==> src/rtl/boa_pmu_pkg.sv <==
// Shared types and helpers for the power-management sequencer.
package boa_pmu_pkg;

  // Sequencer state, also exported on the state port.
  typedef enum logic [1:0] {
    PMU_RESET = 2'd0,
    PMU_RUN   = 2'd1,
    PMU_DRAIN = 2'd2,
    PMU_OFF   = 2'd3
  } pmu_state_t;

  // Width of a counter that has to hold values 0..max_count.
  function automatic int cnt_width(input int max_count);
    return (max_count < 1) ? 1 : $clog2(max_count + 1);
  endfunction

endpackage

==> src/rtl/boa_debounce.sv <==
// Push-button synchronizer and debouncer. The debounced level only follows
// the synchronized input once it has differed for DEBOUNCE_CYCLES samples in
// a row; rise pulses for one cycle when the debounced level goes high.
module boa_debounce
  import boa_pmu_pkg::*;
#(
  parameter int SYNC_STAGES     = 2,
  parameter int DEBOUNCE_CYCLES = 250000
) (
  input  logic clk,
  input  logic rst_n,
  input  logic btn_raw,
  output logic level,
  output logic rise
);

  localparam int            CW       = cnt_width(DEBOUNCE_CYCLES);
  localparam logic [CW-1:0] CNT_LAST = CW'(DEBOUNCE_CYCLES - 1);

  logic [SYNC_STAGES-1:0] sync_reg;
  logic                   sync_level;
  logic [CW-1:0]          stab_cnt_reg;
  logic [CW-1:0]          stab_cnt_next;
  logic                   level_reg;
  logic                   level_next;
  logic                   rise_reg;
  logic                   rise_next;

  assign sync_level = sync_reg[SYNC_STAGES-1];

  // Metastability chain for the asynchronous button input.
  always_ff @(posedge clk or negedge rst_n) begin
    if (!rst_n) begin
      sync_reg <= '0;
    end else begin
      sync_reg <= {sync_reg[SYNC_STAGES-2:0], btn_raw};
    end
  end

  // Stability counter: restarts whenever the input agrees with the current
  // debounced level, and commits the new level on the last differing sample.
  // The counter stops at CNT_LAST, so it can never wrap.
  always_comb begin
    stab_cnt_next = '0;
    level_next    = level_reg;
    rise_next     = 1'b0;
    if (sync_level != level_reg) begin
      if (stab_cnt_reg >= CNT_LAST) begin
        level_next = sync_level;
        rise_next  = sync_level;
      end else begin
        stab_cnt_next = stab_cnt_reg + 1'b1;
      end
    end
  end

  // Debouncer state registers.
  always_ff @(posedge clk or negedge rst_n) begin
    if (!rst_n) begin
      stab_cnt_reg <= '0;
      level_reg    <= 1'b0;
      rise_reg     <= 1'b0;
    end else begin
      stab_cnt_reg <= stab_cnt_next;
      level_reg    <= level_next;
      rise_reg     <= rise_next;
    end
  end

  assign level = level_reg;
  assign rise  = rise_reg;

endmodule

==> src/rtl/boa_pmu_ctl.sv <==
// Power-management sequencer: holds core reset for a fixed time, drains
// outstanding bus traffic before gating the core clock, and brings the core
// back through a full reset sequence on wake or button press.
module boa_pmu_ctl
  import boa_pmu_pkg::*;
#(
  parameter int DEBOUNCE_CYCLES = 250000,
  parameter int RST_HOLD_CYCLES = 16,
  parameter int DRAIN_TIMEOUT   = 1024,
  parameter int SYNC_STAGES     = 2
) (
  input  logic       clk,
  input  logic       rst_n,
  input  logic       btn_raw,
  input  logic       pmu_rst_req,
  input  logic       pmu_shdn_req,
  input  logic       bus_idle,
  input  logic       wake_req,
  output logic       core_rst,
  output logic       clk_en,
  output logic [1:0] state,
  output logic       drain_timeout
);

  localparam int            HW         = cnt_width(RST_HOLD_CYCLES);
  localparam int            DW         = cnt_width(DRAIN_TIMEOUT);
  localparam logic [HW-1:0] HOLD_LOAD  = HW'(RST_HOLD_CYCLES - 1);
  localparam logic [DW-1:0] DRAIN_LAST = DW'(DRAIN_TIMEOUT - 1);

  pmu_state_t    state_reg;
  pmu_state_t    state_next;
  logic [HW-1:0] hold_cnt_reg;
  logic [HW-1:0] hold_cnt_next;
  logic [DW-1:0] drain_cnt_reg;
  logic [DW-1:0] drain_cnt_next;
  logic          drain_to_reg;
  logic          drain_to_next;
  logic          core_rst_reg;
  logic          clk_en_reg;

  logic          btn_level;
  logic          btn_rise;
  logic          btn_event;
  logic          reset_cause;

  boa_debounce #(
    .SYNC_STAGES     (SYNC_STAGES),
    .DEBOUNCE_CYCLES (DEBOUNCE_CYCLES)
  ) u_debounce (
    .clk     (clk),
    .rst_n   (rst_n),
    .btn_raw (btn_raw),
    .level   (btn_level),
    .rise    (btn_rise)
  );

  // The rise pulse coincides with the debounced level going high; qualifying
  // with the level keeps a stray pulse from ever restarting the core.
  assign btn_event   = btn_rise & btn_level;
  assign reset_cause = pmu_rst_req | btn_event;

  // Next-state, counter and sticky-flag logic. Reset requests take priority
  // over shutdown, idle and timeout in every state that honours them.
  always_comb begin
    state_next     = state_reg;
    hold_cnt_next  = hold_cnt_reg;
    drain_cnt_next = drain_cnt_reg;
    drain_to_next  = drain_to_reg;
    unique case (state_reg)
      PMU_RESET: begin
        if (btn_event) begin
          hold_cnt_next = HOLD_LOAD;
        end else if (hold_cnt_reg == '0) begin
          state_next = PMU_RUN;
        end else begin
          hold_cnt_next = hold_cnt_reg - 1'b1;
        end
      end
      PMU_RUN: begin
        if (reset_cause) begin
          state_next    = PMU_RESET;
          hold_cnt_next = HOLD_LOAD;
        end else if (pmu_shdn_req) begin
          state_next     = PMU_DRAIN;
          drain_cnt_next = '0;
        end
      end
      PMU_DRAIN: begin
        if (reset_cause) begin
          state_next    = PMU_RESET;
          hold_cnt_next = HOLD_LOAD;
        end else if (bus_idle) begin
          state_next = PMU_OFF;
        end else if (drain_cnt_reg >= DRAIN_LAST) begin
          state_next    = PMU_OFF;
          drain_to_next = 1'b1;
        end else begin
          drain_cnt_next = drain_cnt_reg + 1'b1;
        end
      end
      PMU_OFF: begin
        if (wake_req | btn_event) begin
          state_next    = PMU_RESET;
          hold_cnt_next = HOLD_LOAD;
        end
      end
      default: begin
        state_next    = PMU_RESET;
        hold_cnt_next = HOLD_LOAD;
      end
    endcase
  end

  // Sequencer registers; outputs are decoded from the next state so they
  // change on the same edge as the state itself.
  always_ff @(posedge clk or negedge rst_n) begin
    if (!rst_n) begin
      state_reg     <= PMU_RESET;
      hold_cnt_reg  <= HOLD_LOAD;
      drain_cnt_reg <= '0;
      drain_to_reg  <= 1'b0;
      core_rst_reg  <= 1'b1;
      clk_en_reg    <= 1'b1;
    end else begin
      state_reg     <= state_next;
      hold_cnt_reg  <= hold_cnt_next;
      drain_cnt_reg <= drain_cnt_next;
      drain_to_reg  <= drain_to_next;
      core_rst_reg  <= (state_next == PMU_RESET);
      clk_en_reg    <= (state_next != PMU_OFF);
    end
  end

  assign state         = state_reg;
  assign core_rst      = core_rst_reg;
  assign clk_en        = clk_en_reg;
  assign drain_timeout = drain_to_reg;

endmodule

==> config.mk <==
export PLATFORM = sky130hd
export DESIGN_NAME = boa_pmu_ctl
export DESIGN_NICKNAME = d
export VERILOG_FILES = /design/src/rtl/boa_pmu_pkg.sv /design/src/rtl/boa_debounce.sv /design/src/rtl/boa_pmu_ctl.sv
export SDC_FILE = /design/constraint.sdc
export NUM_CORES = 1
export LEC_CHECK = 0
export CORE_MARGIN = 3
export CORE_UTILIZATION = 50
export CTS_BUF_LIST = sky130_fd_sc_hd__clkbuf_8 sky130_fd_sc_hd__clkbuf_16
export DETAILED_ROUTE_END_ITERATION = 16
export PLACE_DENSITY = 0.72
export REMOVE_ABC_BUFFERS = 1
export SLEW_MARGIN = 20
export SYNTH_ARGS = -nofsm -noshare
export SYNTH_HDL_FRONTEND = slang
export SYNTH_HIERARCHICAL = 1
export SYNTH_SLANG_ARGS = --single-unit
export TNS_END_PERCENT = 5
==> constraint.sdc <==
create_clock -name clk -period 2.3 [get_ports clk]
set_clock_uncertainty 0.15 [all_clocks]
set_input_delay 0.23 -clock clk [delete_from_list [all_inputs] [get_ports clk]]
set_output_delay 0.23 -clock clk [all_outputs]
set_load 0.01 [all_outputs]
==> results of run 1 <==
[worst paths after layout]
kind                                             startpoint                                    end  slack (ns)  cells past startpoint
max                             hold_cnt_reg[0]$_DFFE_PN1P_                     state[1]$_DFF_PN0_        0.24                      7
min                        u_debounce/sync_reg[0]$_DFF_PN0_       u_debounce/sync_reg[1]$_DFF_PN0_        0.21                      0
max reg2reg                     hold_cnt_reg[0]$_DFFE_PN1P_                     state[1]$_DFF_PN0_        0.24                      7
min reg2reg                u_debounce/sync_reg[0]$_DFF_PN0_       u_debounce/sync_reg[1]$_DFF_PN0_        0.21                      0
max in group asynchronous                             rst_n          drain_cnt_reg[10]$_DFFE_PN0P_        1.23                      3
min in group asynchronous                             rst_n  u_debounce/stab_cnt_reg[16]$_DFF_PN0_        0.28                      2
[layer usage]
layer	part of all wire [%]	routed length [um]
met4	1.5	68
met5	0	0
met2	44	2010
met3	4.0	179
met1	50	2270
[power by group through the flow]
stage	Clock [W]	Sequential, W	Combinational (W)
detailed placement	0	0.000928	0.000532
CTS	0.000721	0.000914	0.000537
global placement	0	0.000926	0.000527
global route	0.000754	0.000926	0.000606
finish	0.000699	0.000914	0.000533
floorplan	0	0.000925	0.000367
[cell type report]
type	count	area, um2
sequential	43	1080
tap	65	81.3
clock inverter	3	67.6
timing repair buffer	15	150
clock buffer	5	68.8
inverter	13	48.8
multi-input combinational	181	1290
fill	407	1780
[per-stage QoR]
| step | hold slack [ns] | util, % | instance area (um2) |
|---|---|---|---|
| after floorplan | -0.216 | - | 2420 |
| after global placement | 0.0830 | 57.9 | 2640 |
| after detailed placement | 0.0893 | 57.9 | 2640 |
| after CTS | 0.201 | 61.1 | 2790 |
| after global routing | 0.199 | 61.1 | 2790 |
| final | 0.205 | 61.1 | 2790 |
[repair_timing]
action	CTS	global route
endpoints found under the hold margin	16	0
resized for setup	0	0
hold buffers	1	0
setup endpoints to repair	0	0
[critical path: cells and delay by family, from the launching register on]
family | cells | cell delay, ns
AOI/OAI and AO/OA | 2 | 0.35
adders and majority gates | 1 | 0.17
buffers and inverters | 1 | 0.05
DFF | 1 | 0.38
and+or+nand+nor | 3 | 0.86
[cells by family after synthesis]
logic type	after synthesis	synth area share (%)
flops	43	43.8
mux	3	1.32
simple gates	100	23.7
compound gates	55	17.7
fa+ha+maj	8	4.05
xor+xnor	15	5.32
buf+inv	19	4.05
[cell usage after synthesis (5+ instances only)]
cell,n
a31oi_1,7
xor2_1,6
nor2_2,10
nor4_1,6
o21ai_0,12
dfrtp_1,37
a21oi_1,7
inv_1,13
nand3_1,13
xnor2_1,9
nand2_1,20
ha_1,8
nand4_1,9
dfstp_2,6
nor2_1,12
nor3_1,5
==> flow_metrics.py, run 1 <==
metrics = {
    "global_route": {
        "overflow": 0,
        "grt_antenna_before_repair": 0,
        "met2_usage_pct": 26.5,
        "busiest_layer": "met2",
        "grt_use_met3_pct": 2.84,
        "grt_start_max_net_pins": 24,
        "grt_usage_pct": 17.5,
        "grt_pass1_vias": 1784,
        "grt_pass1_wl_mm": 8.51,
        "grt_util_met1_pct": 25.4,
    },
    "clock_tree": {
        "cts_buffers": 5,
        "cts.sinks": 43,
        "cts_tree": "yes",
        "htree_levels": 2,
        "worstSkewPairLatency_ns": 0.30,
        "cts_root_buffer": "clkbuf_8",
        "post_cts_buffers": 0,
        "cts.clk_slew.worst_paths_ns": 0.08,
        "ctsLongestPathBuffers": 2,
    },
    "routing": {
        "drt-pass1-iter-count": 4,
        "antenna_left": 0,
        "vias": 1879,
        "wl_per_cell_um": 13.9,
        "viasPerCell": 5.78,
        "drc_errors": 0,
        "wl_mm": 4.53,
        "drt_iter0_drc": 159,
    },
    "floorplanning": {
        "die_y_um": 76.3,
        "dieArea_mm2": 0.00582,
        "io_pins": 12,
        "core_area_mm2": 0.00456,
        "die_w_um": 76.3,
        "initial_core_util_pct": 54.1,
        "placementRows": 24,
    },
    "place": {
        "gp_congestion": 0.847,
        "dpl.hpwl_mm": 3.33,
        "place_ws_ns": 0.169,
        "dp.cells": 316,
        "io_buffers": 11,
    },
    "cells_and_area": {
        "stdcell_count": 325,
        "syn_to_final_growth_pct": 12.8,
        "drive_gt1_share_pct": 18.5,
        "mostFrequentLayoutCell": "dfrtp_1",
        "final_cell_mix": "dfrtp_1, nand2_1, inv_1, nand3_1",
        "final_nets": 274,
        "largest_reg_flops": 18,
        "diodes": 0,
    },
    "timing": {
        "finalSetupViolations": 0,
        "final.setup.worst_slack_ns": 0.238,
        "period_minus_slack_ns": 2.06,
        "final_hold_viol_count": 0,
        "timing.slew.headroom_pct": 55.8,
        "worstMarginPinSlew_ns": 0.660,
        "maxSlewViolCount": 0,
        "period_share_pct": 89.7,
        "fmaxAchievable_mhz": 485,
        "rsz0062_at_grt": "no",
        "finalSetupTns_ns": 0,
    },
    "critical_path": {
        "critPathSlowestCell": "or3b_4",
        "slowest_delay_ns": 0.41,
        "required_ns": 2.33,
        "worstPathMaxFanout": 4,
        "critPathCaptureType": "register",
        "crit_chain": "inv_1 -> ha_1 -> or3b_4 -> nor2_1 -> o32ai_1 -> a31o_2 -> or2_2",
        "critPathLaunchType": "register",
        "worstPathArrival_ns": 2.10,
        "crit_type": "register to register",
    },
    "power": {
        "power.total_w": 0.00215,
        "ir_worst_vdd_v": 0.000643,
        "pwr-share-clk_pct": 32.6,
        "p_leak_nw": 1.15,
        "power_density_mw_per_mm2": 770,
        "switchingPower_w": 0.000619,
        "internal_power_w": 0.00153,
        "pwr-share-seq_pct": 42.6,
        "pwr-share-comb_pct": 24.9,
        "p_sw_share_pct": 28.8,
    },
    "logic_synthesis": {
        "synth_cell_types": 58,
        "synth-async-reset-ratio_pct": 100,
        "synth-main-ff-cell": "dfrtp_1",
        "syn_avg_cell_area_um2": 10.2,
        "yosysTopAreaCell": "dfrtp_1",
        "syn-cell-area_mm2": 0.00247,
        "yosys_warnings": 6,
        "synth_area_leaders": "dfrtp_1, dfstp_2, ha_1",
        "synth_top_area_share_pct": 37.5,
        "ys_seq_elements": 43,
        "synth_cells": 243,
        "synth-seq-area-share_pct": 43.8,
        "synth-edff-count": 0,
    },
    "flow_run": {
        "drv_cap": 0,
    },
    "min_path": {
        "worstHoldPathType": "register to register",
    },
    "run_status": {
        "run_status": "completed",
    },
}
Power figures use the tool's default switching activity.
==> run 2, diff against run 1 <==
- CAP_MARGIN: not set -> 20
- PLACE_DENSITY: 0.72 -> not set
- PLACE_DENSITY_LB_ADDON: not set -> 0.12
==> run 2 against run 1 <==
Compared with the run above: routed wire length grew 4.4%; die area stayed put; cell count grew 0.62%; largest cell class unchanged; combinational power about the same; clock power decreased by 14%; critical path depth unchanged; via count down 0.16%; register-to-register slack worse by 0.02 ns; first-iteration DRC count rose by 0.63%; fmax fell by 0.87%; non-clock buffer count grew 2.
==> flow_metrics.py, run 2 (synthesized netlist as in run 1, its figures left out) <==
metrics = {
    "timing": {
        "maxSlewViolCount": 0,
        "fin_hold_ws_ns": 0.202,
        "timing.slew.headroom_pct": 53.7,
        "fmaxAchievable_mhz": 481,
        "final_hold_viol_count": 0,
        "worstMarginPinSlew_ns": 0.691,
        "period_minus_slack_ns": 2.08,
        "period_share_pct": 90.4,
        "finalSetupTns_ns": 0,
        "finalSetupViolations": 0,
        "rsz0062_at_grt": "no",
    },
    "power": {
        "power_density_mw_per_mm2": 739,
        "power.total_w": 0.00204,
        "ir_worst_vdd_v": 0.000540,
        "p_sw_share_pct": 30.6,
        "internal_power_w": 0.00142,
        "switchingPower_w": 0.000626,
        "pwr-share-clk_pct": 29.3,
        "pwr-share-comb_pct": 26.1,
        "pwr-share-seq_pct": 44.6,
        "p_leak_nw": 1.15,
    },
    "clock_tree": {
        "cts_tree": "yes",
        "worstSkewPairLatency_ns": 0.30,
        "cts_root_buffer": "clkbuf_8",
        "htree_levels": 2,
        "ctsLongestPathBuffers": 2,
        "cts.sinks": 43,
        "cts_buffers": 5,
        "cts.clk_slew.worst_paths_ns": 0.08,
    },
    "place": {
        "place_area_mm2": 0.00264,
        "io_buffers": 11,
        "gp_congestion": 0.878,
        "dpl.hpwl_mm": 3.39,
    },
    "global_route": {
        "grt_usage_pct": 17.8,
        "overflow": 0,
        "grt_start_max_net_pins": 21,
        "grt_pass1_wl_mm": 8.49,
        "grt_antenna_before_repair": 0,
        "grt_pass1_vias": 1790,
    },
    "cells_and_area": {
        "final_cell_mix": "dfrtp_1, nand2_1, inv_1, nand3_1",
        "mostFrequentLayoutCell": "dfrtp_1",
        "largest_reg_flops": 18,
        "drive_gt1_share_pct": 19.1,
        "stdcell_area_mm2": 0.00277,
        "syn_to_final_growth_pct": 11.9,
        "final_nets": 276,
        "diodes": 0,
    },
    "floorplanning": {
        "dieArea_mm2": 0.00582,
        "initial_core_util_pct": 54.1,
        "core_area_mm2": 0.00456,
        "die_y_um": 76.3,
        "placementRows": 24,
        "die_w_um": 76.3,
        "io_pins": 12,
    },
    "routing": {
        "antenna_left": 0,
        "wl_mm": 4.73,
        "drc_errors": 0,
        "vias": 1876,
        "viasPerCell": 5.74,
        "drt_iter0_drc": 160,
        "drt-pass1-iter-count": 4,
        "wl_per_cell_um": 14.5,
    },
    "critical_path": {
        "critPathLaunchType": "register",
        "worstPathMaxFanout": 4,
        "crit_type": "register to register",
        "critPathSlowestCell": "or3b_4",
        "worstPathArrival_ns": 2.11,
        "worst-path-buf-inv": 1,
        "crit_chain": "inv_1 -> ha_1 -> or3b_4 -> nor2_1 -> o32ai_1 -> a31o_2 -> or2_2",
        "slowest_delay_ns": 0.41,
        "critPathCaptureType": "register",
        "required_ns": 2.33,
        "crit_family": "simple AND/OR/NAND/NOR gates",
    },
    "min_path": {
        "worstHoldPathType": "register to register",
    },
    "flow_run": {
        "drv_cap": 0,
    },
    "run_status": {
        "run_status": "completed",
    },
}
run 2: power by group through the flow:
| stage | clock, W | sequential [W] | combinational [W] |
|---|---|---|---|
| floorplan | 0 | 0.000925 | 0.000367 |
| global placement | 0 | 0.000924 | 0.000529 |
| detailed placement | 0 | 0.000926 | 0.000531 |
| CTS | 0.000620 | 0.000911 | 0.000537 |
| finish | 0.000598 | 0.000912 | 0.000533 |
| global route | 0.000651 | 0.000926 | 0.000606 |
run 2: worst paths after layout:
check	slack (ns)	to	start	cells after the start
setup / recovery	0.22	state[1]$_DFF_PN0_	hold_cnt_reg[0]$_DFFE_PN1P_	7
hold / removal	0.20	u_debounce/sync_reg[1]$_DFF_PN0_	u_debounce/sync_reg[0]$_DFF_PN0_	0
setup reg to reg	0.22	state[1]$_DFF_PN0_	hold_cnt_reg[0]$_DFFE_PN1P_	7
hold reg to reg	0.20	u_debounce/sync_reg[1]$_DFF_PN0_	u_debounce/sync_reg[0]$_DFF_PN0_	0
max in group asynchronous	1.13	hold_cnt_reg[3]$_DFFE_PN1P_	rst_n	3
min in group asynchronous	0.26	drain_cnt_reg[7]$_DFFE_PN0P_	rst_n	2
run 2: cell type report:
type / count / area (um2)
fillers: 414 / 1800
multi-input cells: 181 / 1290
flip-flops and latches: 43 / 1080
repair buffers: 17 / 153
well taps: 65 / 81.3
clock buffers: 5 / 68.8
inverters: 13 / 48.8
clock inverters: 3 / 43.8
run 2: worst reg2reg max path: cells and delay by family (launching register included):
family	cells	cell delay [ns]
fa+ha+maj	1	0.17
compound gates	2	0.34
simple gates	3	0.87
buf+inv	1	0.05
flops	1	0.38
run 2: through the flow:
stage / cells / setup slack [ns] / util [%]
final: 327 / 0.220 / 60.6
after global routing: 327 / 0.0814 / 60.6
after detailed placement: 318 / 0.176 / 57.9
after CTS: 327 / 0.223 / 60.6
after global placement: 318 / 0.185 / 57.9
after floorplan: 237 / 0.174 / -
run 2: repair_timing:
item,in CTS,in global routing
resized for setup,0,0
hold buffers,1,0
setup buffers,0,0
hold endpoints to repair,18,0
run 2: per-layer routing:
layer | wire length, um | part of all wire [%] | track usage [%]
met3 | 130 | 2.8 | 3.66
met5 | 0 | 0 | 0
met4 | 50 | 1.1 | 5.62
met1 | 2480 | 53 | 25.9
met2 | 2060 | 44 | 26.4
